File: src/rtl/sys_defs.sv
// Shared system definitions: data path width and memory bus commands.
// Common to all units that talk to the cache controller.
package sys_defs;

  localparam int XLEN = 32;

  typedef enum logic [1:0] {
    BUS_NONE  = 2'h0,
    BUS_LOAD  = 2'h1,
    BUS_STORE = 2'h2
  } bus_command_t;

endpackage

File: src/rtl/icache_pkg.sv
// Instruction cache geometry, line record and refill FSM states.
// ICACHE_PREFETCH_EN adds the next-line prefetch states.
package icache_pkg;

  import sys_defs::*;

  localparam int ICACHE_LINES = 32;
  localparam int LINE_BYTES   = 8;
  localparam int OFF_W        = 3;
  localparam int IDX_W        = $clog2(ICACHE_LINES);
  localparam int LINE_W       = XLEN - OFF_W;
  localparam int TAG_W        = LINE_W - IDX_W;

  typedef struct packed {
    logic             valid;
    logic [TAG_W-1:0] tag;
    logic [63:0]      data;
  } icache_line_t;

`ifdef ICACHE_PREFETCH_EN
  typedef enum logic [2:0] {
    IDLE,
    REQ,
    WAIT,
    PF_REQ,
    PF_WAIT
  } icache_state_t;
`else
  typedef enum logic [1:0] {
    IDLE,
    REQ,
    WAIT
  } icache_state_t;
`endif

  function automatic logic [LINE_W-1:0] line_of(
    input logic [XLEN-1:0] a
  );
    return a[XLEN-1:OFF_W];
  endfunction

endpackage

File: src/rtl/icache_mem.sv
// Direct-mapped line array: async read, sync single-port write.
// ICACHE_PREFETCH_EN adds a second read port for next-line lookup.
module icache_mem
  import icache_pkg::*;
(
  input  logic             clock,
  input  logic             reset,
  input  logic [IDX_W-1:0] rd_idx,
  output icache_line_t     rd_line,
`ifdef ICACHE_PREFETCH_EN
  input  logic [IDX_W-1:0] pf_idx,
  output icache_line_t     pf_line,
`endif
  input  logic             wr_en,
  input  logic [IDX_W-1:0] wr_idx,
  input  logic [TAG_W-1:0] wr_tag,
  input  logic [63:0]      wr_data
);

  logic [ICACHE_LINES-1:0] valid;
  logic [TAG_W-1:0]        tags [ICACHE_LINES];
  logic [63:0]             data [ICACHE_LINES];

  // valid bits are the only state that needs clearing
  always_ff @(posedge clock or negedge reset) begin
    if (!reset) begin
      valid <= '0;
    end else if (wr_en) begin
      valid[wr_idx] <= 1'b1;
    end
  end

  // tag and data storage, written on fill
  always_ff @(posedge clock) begin
    if (wr_en) begin
      tags[wr_idx] <= wr_tag;
      data[wr_idx] <= wr_data;
    end
  end

  assign rd_line = '{
    valid: valid[rd_idx],
    tag:   tags[rd_idx],
    data:  data[rd_idx]
  };

`ifdef ICACHE_PREFETCH_EN
  assign pf_line = '{
    valid: valid[pf_idx],
    tag:   tags[pf_idx],
    data:  data[pf_idx]
  };
`endif

endmodule

File: src/rtl/icache_fill_unit.sv
// Direct-mapped icache with single-outstanding-miss refill.
// ICACHE_PREFETCH_EN enables next-line prefetch after demand fills.
module icache_fill_unit
  import sys_defs::*;
  import icache_pkg::*;
(
  input  logic            clock,
  input  logic            reset,
  input  logic [XLEN-1:0] proc2Icache_addr,
  output logic [63:0]     Icache_data_out,
  output logic            Icache_valid_out,
  output logic [1:0]      Icache2ctrl_command,
  output logic [XLEN-1:0] Icache2ctrl_addr,
  input  logic [3:0]      ctrl2Icache_response,
  input  logic [63:0]     ctrl2Icache_data,
  input  logic [3:0]      ctrl2Icache_tag
);

  icache_state_t     state, state_n;
  logic [LINE_W-1:0] miss_line, miss_line_n;
  logic [3:0]        txn_tag, txn_tag_n;
  logic [LINE_W-1:0] fetch_line;
  logic [LINE_W-1:0] req_line;
  bus_command_t      cmd;
  icache_line_t      rd_line;
  logic              hit;
  logic              moved;
  logic              tag_done;
  logic              fill_en;
  logic              unused_off;

  assign fetch_line = line_of(proc2Icache_addr);
  assign unused_off = ^proc2Icache_addr[OFF_W-1:0];

  assign hit = rd_line.valid &&
               rd_line.tag == fetch_line[LINE_W-1:IDX_W];
  assign moved    = fetch_line != miss_line;
  assign tag_done = |txn_tag && ctrl2Icache_tag == txn_tag;

  assign Icache_valid_out    = hit;
  assign Icache_data_out     = hit ? rd_line.data : '0;
  assign Icache2ctrl_command = cmd;
  assign Icache2ctrl_addr    = {req_line, {OFF_W{1'b0}}};

`ifdef ICACHE_PREFETCH_EN
  logic [LINE_W-1:0] next_line;
  icache_line_t      pf_line;
  logic              next_present;

  assign next_line    = miss_line + LINE_W'(1);
  assign next_present = pf_line.valid &&
                        pf_line.tag == next_line[LINE_W-1:IDX_W];
`endif

  icache_mem u_mem (
    .clock   (clock),
    .reset   (reset),
    .rd_idx  (fetch_line[IDX_W-1:0]),
    .rd_line (rd_line),
`ifdef ICACHE_PREFETCH_EN
    .pf_idx  (next_line[IDX_W-1:0]),
    .pf_line (pf_line),
`endif
    .wr_en   (fill_en),
    .wr_idx  (miss_line[IDX_W-1:0]),
    .wr_tag  (miss_line[LINE_W-1:IDX_W]),
    .wr_data (ctrl2Icache_data)
  );

  // state and miss bookkeeping; reset drops any in-flight fill
  always_ff @(posedge clock or negedge reset) begin
    if (!reset) begin
      state     <= IDLE;
      miss_line <= '0;
      txn_tag   <= '0;
    end else begin
      state     <= state_n;
      miss_line <= miss_line_n;
      txn_tag   <= txn_tag_n;
    end
  end

  // next state: latch misses, retry until accepted, wait for tag
  always_comb begin
    state_n     = state;
    miss_line_n = miss_line;
    txn_tag_n   = txn_tag;
    unique case (state)
      IDLE: begin
        if (!hit) begin
          miss_line_n = fetch_line;
          state_n     = REQ;
        end
      end
      REQ: begin
        if (moved && hit) begin
          state_n = IDLE;
        end else begin
          if (moved) miss_line_n = fetch_line;
          if (|ctrl2Icache_response) begin
            txn_tag_n = ctrl2Icache_response;
            state_n   = WAIT;
          end
        end
      end
      WAIT: begin
        if (tag_done) begin
          txn_tag_n = '0;
          state_n   = IDLE;
`ifdef ICACHE_PREFETCH_EN
          if (!next_present) begin
            miss_line_n = next_line;
            state_n     = PF_REQ;
          end
`endif
        end
      end
`ifdef ICACHE_PREFETCH_EN
      PF_REQ: begin
        if (!hit) begin
          miss_line_n = fetch_line;
          state_n     = REQ;
        end else if (|ctrl2Icache_response) begin
          txn_tag_n = ctrl2Icache_response;
          state_n   = PF_WAIT;
        end
      end
      PF_WAIT: begin
        if (tag_done) begin
          txn_tag_n = '0;
          state_n   = IDLE;
        end
      end
`endif
      default: state_n = IDLE;
    endcase
  end

  // bus request and fill strobe
  always_comb begin
    cmd      = BUS_NONE;
    req_line = '0;
    fill_en  = 1'b0;
    unique case (state)
      REQ: begin
        if (!(moved && hit)) begin
          cmd      = BUS_LOAD;
          req_line = moved ? fetch_line : miss_line;
        end
      end
      WAIT: fill_en = tag_done;
`ifdef ICACHE_PREFETCH_EN
      PF_REQ: begin
        if (hit) begin
          cmd      = BUS_LOAD;
          req_line = miss_line;
        end
      end
      PF_WAIT: fill_en = tag_done;
`endif
      default: ;
    endcase
  end

endmodule

File: config.mk
export PLATFORM = sky130hd
export DESIGN_NAME = icache_fill_unit
export DESIGN_NICKNAME = d
export VERILOG_FILES = /design/src/rtl/sys_defs.sv /design/src/rtl/icache_pkg.sv /design/src/rtl/icache_mem.sv /design/src/rtl/icache_fill_unit.sv
export SDC_FILE = /design/constraint.sdc
export NUM_CORES = 2
export LEC_CHECK = 0
export BUFFER_PORTS_ARGS = -buffer_cell sky130_fd_sc_hd__buf_2
export CORE_AREA = 2 2 501 503
export CTS_CLUSTER_DIAMETER = 80
export CTS_CLUSTER_SIZE = 24
export DETAILED_ROUTE_END_ITERATION = 16
export DIE_AREA = 0 0 503 505
export PLACE_DENSITY = 0.7
export SYNTH_ARGS = -nofsm -noshare
export SYNTH_HDL_FRONTEND = slang
export SYNTH_SLANG_ARGS = --single-unit
File: constraint.sdc
create_clock -name clock -period 6.5 [get_ports clock]
set_input_delay 0 -clock clock [delete_from_list [all_inputs] [get_ports clock]]
set_output_delay 0 -clock clock [all_outputs]
set_load 0.02 [all_outputs]
**Word level (Yosys, flattened, before mapping)**

Memories as Yosys holds them, arrays and structs flattened.
Cells that the tools add are included.

- Memory bits (writable): 2816
- Logic and storage cells: 57
- Memories kept: 2
- Output and inout bits: 99
- Register bits: 67
- Input bits: 106

Memory list:

| memory | depth | bits a word | read ports | clocked after Yosys merged registers in | wr ports | RTL line | text |
|---|---|---|---|---|---|---|---|
| u_mem.data | 32 | 64 | 1 | 0 | 1 | icache_mem.sv:22 | `logic [63:0] data [ICACHE_LINES];` |
| u_mem.tags | 32 | 24 | 1 | 0 | 1 | icache_mem.sv:21 | `logic [TAG_W-1:0] tags [ICACHE_LINES];` |

- Bitwise logic cells: 1
- Reduce and logical (&&, ||, !) cells: 12
- Equality and inequality tests: 10
- Muxes and demuxes: 25
- Order comparisons: 3

Operator list:

| operator | count |
|---|---|
| 2-to-1 mux 29 bit | 5 |
| 2-to-1 mux 64 bit | 1 |
| one-hot mux 29 bit (2 select lines) | 1 |
| bitwise OR 32 bit | 1 |
| inequality test 29 bit | 1 |
| == test 24 bit | 1 |
| < comparator 5 x 6 -> 1 bit (second input constant) | 2 |
| 2-to-1 mux 4 bit | 3 |
| 2-to-1 mux 2 bit | 4 |
| inequality test 2 bit (second input constant) | 4 |
| one-hot mux 4 bit (2 select lines) | 1 |
| OR reduction 4 bit | 2 |
| 2-to-1 mux 1 bit | 7 |
| one-hot mux 2 bit (3 select lines) | 1 |
| AND reduction 3 bit | 2 |
| binary-select mux 1 bit (select 5 bit) | 1 |
| demux 1 bit (select 5 bit) | 1 |
| greater-or-equal comparator 5 x 1 -> 1 bit (second input constant) | 1 |
| == test 4 bit | 1 |
| logical AND 1 bit | 4 |
| AND reduction 4 bit | 1 |
| nonzero test 2 bit | 2 |
| inequality test 3 bit (second input constant) | 1 |
| == test 2 x 1 -> 1 bit (second input constant) | 1 |
| other kinds (2) | 2 |

**Depth between registers and ports, before layout**

- Word-level depth: 6
- Gate-level depth with buffers: 17
- Gate-level depth less buffers: 9

**Modules after synthesis**

A second synthesis with hierarchy kept.

- Cells, all modules: 4923
- Area total of the unflattened synthesis: 110270.8 um^2

Modules (own cells, without submodules):

| module | cells an instance | instances | seq. area each (um^2) | area an instance (um^2) |
|---|---|---|---|---|
| icache_mem | 4572 | 1 | 85361.9 | 107189.1 |
| icache_fill_unit | 351 | 1 | 875.8 | 3081.7 |

**Worst setup path after synthesis**

Ideal clock, no wire load.

- Path type: reg2reg
- Start: register txn_tag[1]
- End: register u_mem.valid[28]
- Data required time: 6.412 ns
- Setup slack: 0.813 ns
- Cell stages (with the launch flop): 8
- Path buffers: 0
- Arrival: 5.599 ns
- Library setup time: 0.088 ns
- Clock period less this slack: 5.687 ns
- Cells stage by stage: dfrtp_1 > xor2_1 > nor4_1 > nand3b_1 > nor2_1 > nand3_1 > nor2_1 > or2_2

- Cells in the longest elaborated chain, start to end: 3
- Elaborated cells between the ends (all ways): 4
- Those cells by class: eq/ne: 1; mux: 1; reduce/logical: 2

Ends and longest elaborated chain:

| what | RTL line | text |
|---|---|---|
| start: declaration | icache_fill_unit.sv:21 | `logic [3:0] txn_tag, txn_tag_n;` |
| start signal: assignment | icache_fill_unit.sv:79 | `txn_tag <= txn_tag_n;` |
| == test 4 bit / OR reduction 4 bit (equally long branches) | icache_fill_unit.sv:38 | `assign tag_done = \|txn_tag && ctrl2Icache_tag == txn_tag;` |
| logical AND 1 bit (*) | icache_fill_unit.sv:38 |  |
| 2-to-1 mux 1 bit (*) | icache_fill_unit.sv:144 | `unique case (state)` |
| end signal: assignment | icache_mem.sv:27 | `valid <= '0;` |
| end signal: indexed assignment | icache_mem.sv:29 | `valid[wr_idx] <= 1'b1;` |
| end: declaration | icache_mem.sv:20 | `logic [ICACHE_LINES-1:0] valid;` |

Mark *: on every way between the ends. The rest lies on a longest branch, timed or not.
A chain may end at the register's enable or synchronous reset.

**Worst setup path after layout**

- Start: input port proc2Icache_addr[3]
- End: output port Icache_data_out[7]

- Cells in the longest elaborated chain, start to end: 4
- Elaborated cells between the ends (all ways): 7
- Those cells by class: eq/ne: 1; mux: 3; reduce/logical: 1; memory: 2

Ends and longest elaborated chain:

| what | RTL line | text |
|---|---|---|
| start: declaration | icache_fill_unit.sv:9 | `input logic [XLEN-1:0] proc2Icache_addr,` |
| memory read (32 x 24 bit) / binary-select mux 1 bit (select 5 bit) (equally long branches) | n/a |  |
| == test 24 bit / 2-to-1 mux 1 bit (equally long branches) | icache_fill_unit.sv:36, icache_mem.sv:42 |  |
| logical AND 1 bit | icache_fill_unit.sv:35 | `assign hit = rd_line.valid &&` |
| 2-to-1 mux 64 bit (*) | icache_fill_unit.sv:41 | `assign Icache_data_out = hit ? rd_line.data : '0;` |
| end: declaration | icache_fill_unit.sv:10 | `output logic [63:0] Icache_data_out,` |

Mark *: on every way between the ends. The rest lies on a longest branch, timed or not. The select of a mux whose other input is x is not followed.

==> run metrics <==
Top FF cell, synth edfxtp_1; Ports 205; LEAKAGE 38.1 nW; WL/cell 32.4 microns; vias in the first global route ~53000; commonest non-fill, non-tap cells in the layout edfxtp_1, mux4_2, buf_2; Worst Hold End miss_line[25]; Total Nets Final 5293; routed wire length between 200000 and 300000 microns; Synth cell types 69; initial core utilization 0.449; die height ~510 microns; origin of the critical flop-to-flop path u_mem.tags[11][19]; flop-to-flop setup slack 2.10 ns; CP Max Fanout 82; WP buf/inv 5; CTS max path bufs 3; total track usage 0.216; slowest CP cell buf_8; H-tree depth 4; Synth Instances roughly 4900; Synth Area in XOR/XNOR 0.00424; Post-DRT Antenna Nets 0; FF+latch area approximately 86000 sq um; area of the core 248000 sq um; final hold vios 0; max_slew headroom 0.151; Layout fillers 19400; Vias between 50000 and 60000; largest family of logic cells by synthesized area multiplexers; initial antenna violation count 21; multiplexer share of the synthesized area 0.174; Crit path max-delay family buffers and inverters; M1 GR Usage 0.312; clk slew on worst S/H paths ~0.10 ns; post-CTS setup buffer count 0; sequential area share after synthesis 0.773; Post-Synth Adder-Cell Area 0; Post-synth EDFFs 2816; die area ~250000 sq um; Via-to-Cell Ratio about 6.2; Setup Skew between 0.04 and 0.05 ns; hold depth 3; Synth Area in Compound Gates 0.0183; Yosys reg bits 2883; Congestion Overflow GR 0; fin crit share 0.870; CTS root buffer clkbuf_16; Inserted Clock Buffers between 100 and 150; Max-Cap Viols 0; reg2reg end txn_tag[1]; min cycle time layout 5.65 ns; outcome complete, no violations; multi-input logic area between 20000 and 25000 sq um; hold path start proc2Icache_addr[28]; fmax ~180 MHz; Hold Crit Class in -> reg; Levels on crit path 13; Max Slew Vio Count 0; DR iter-0 viols around 7400; Worst-Skew Late Latency between 0.8 and 0.9 ns; CTS Sinks 2883; input/output buffers ~200; synthesized area ~110000 sq um; met2 Resource Use GR 0.348; worst-path cell chain dlygate4sd3_1 > buf_8 > buf_12 > mux4_2 > mux4_2 > xnor2_1 > nor2_1 > or4_1 > nor4_2 > nand4_1 > buf_12 > a21oi_1 > buf_2; dpl hpwl approximately 140000 microns; Die Wd 503 microns; P per Cell Area around 280 nW/um^2; RSZ-0062 raised after global routing no; Area Growth Syn to Fin 9.87%; layout cells sized above 1 0.278; largest net degree at the start of global routing approximately 130; CTS tree built; gr busiest metal met2; startpoint types input pin; crit path capture type output port; Critical Path Max Stage Delay a little over 0.7 ns; Mean Syn Cell Area between 20 and 25 sq um; CP arrival roughly 5.7 ns; Synth warnings 0; Post-Route Utilization 0.494; Slew @ Worst Pin about 1.3 ns; commonest non-fill, non-tap cell in the layout edfxtp_1; final setup fails 0; final setup TNS 0 ns; Simple-Gate Fraction of Synth Area 0.0181; first-pass GRT wire length slightly below 400000 microns; VDD IR max approximately 0.0003 V; asr flop ratio synth 0.0232; cell count of the worst reg-to-reg path 10; GPL Wtd Cong ~0.87; num rows around 180; GRT met3 Usage 0.0367; # DRC 0; DR pass1 iterations 8; critical setup path kind in -> out; Data required, critical path around 6.5 ns
synth_stat cells (all sizes together), types with 5 or more instances:
cell | count | area share
o21ai | 15 | 0.00067
nand4 | 17 | 0.00095
a32oi | 10 | 0.00079
and3 | 11 | 0.00062
nand2b | 9 | 0.00050
mux2 | 45 | 0.0045
inv | 11 | 0.00037
mux2i | 150 | 0.013
nor2b | 22 | 0.0012
or2 | 36 | 0.0020
mux4 | 772 | 0.16
o22ai | 13 | 0.00073
edfxtp | 2816 | 0.76
nand3 | 20 | 0.00090
nand2 | 169 | 0.0057
a221oi | 20 | 0.0016
o221ai | 5 | 0.00039
a22o | 39 | 0.0031
a22oi | 41 | 0.0028
nor2 | 60 | 0.0020
clkbuf | 104 | 0.0035
dfrtp | 67 | 0.015
a21oi | 75 | 0.0050
and2 | 8 | 0.00045
nor3 | 19 | 0.00085
nor4 | 20 | 0.0013
a31oi | 5 | 0.00028
buf | 165 | 0.0084
xor2 | 35 | 0.0027
xnor2 | 19 | 0.0015
cell families (layout without fill, tap and decap cells):
| group | count (synthesis) | in the layout |
|---|---|---|
| buf+inv | 280 | 657 |
| other cells | 1 | 9 |
| compound gates | 262 | 262 |
| mux | 967 | 967 |
| simple gates | 413 | 413 |
| xor+xnor | 54 | 54 |
| flops | 2883 | 2883 |
where the power goes:
| group | internal [mW] | total [mW] | switching, mW | leakage, nW |
|---|---|---|---|---|
| sequential | 21.2 | 21.6 | 0.394 | 26.2 |
| combinational | 1.05 | 2.89 | 1.84 | 9.93 |
| clock | 4.28 | 9.95 | 5.68 | 2.02 |
| total | 26.5 | 34.4 | 7.91 | 38.1 |
stage by stage:
stage	total power, mW	instances	instance area (sq um)	hold slack, ns	setup slack [ns]
final	34.4	8575	123000	0.0701	0.847
after global routing	35.4	8571	123000	0.0404	0.616
after floorplan	23.6	4863	112000	-0.296	0.813
after global placement	24.7	8262	117000	0.165	1.40
after CTS	34.6	8570	123000	0.000880	0.940
after detailed placement	24.8	8262	117000	0.181	1.38
routing by layer:
metal | wire length (microns) | vias to the layer above
met5 | 104 | -
met4 | 6350 | 14
li1 | - | 21100
met1 | 110000 | 29100
met2 | 135000 | 2872
met3 | 26200 | 386
sequential cells by signal, indices dropped and copies added, names as in the netlist:
register / count
miss_line: 29
state: 2
txn_tag: 4
u_mem.data: 2048
u_mem.tags: 768
u_mem.valid: 32
layout make-up:
type | count | share of cell area
sequential | 2883 | 0.704
multi-input combinational | 1700 | 0.198
tap | 3330 | 0.0340
clock buffer | 169 | 0.0308
timing repair buffer | 448 | 0.0304
clock inverter | 29 | 0.00303
inverter | 11 | 0.000439
antenna | 5 | 0.000102
worst max-delay path by stage:
stage,start,to,slack [ns]
finish,proc2Icache_addr[3],Icache_data_out[7],0.85
floorplan,txn_tag[1],u_mem.valid[28],0.81
CTS,proc2Icache_addr[3],Icache_data_out[7],0.94
global placement,proc2Icache_addr[3],miss_line[16],1.40
detailed placement,proc2Icache_addr[3],miss_line[16],1.38
global route,proc2Icache_addr[3],Icache2ctrl_addr[15],0.62
what timing repair did:
item                      4_1_cts  5_1_grt
hold buffers                  110        0
resized for setup               0        0
hold endpoints to repair     2146        0
worst reg2reg max path, stage by stage, from the launching register on:
cell	delay [ns]
edfxtp_1	0.37
mux4_2	0.49
a22o_1	0.25
a221oi_1	0.79
xnor2_1	0.16
nor2_1	0.17
o221a_2	0.22
nand4_1	0.21
o31ai_1	0.86
o21ai_0	0.17
dlygate4sd3_1	0.60
No activity file was read; power rests on OpenSTA's default activity.
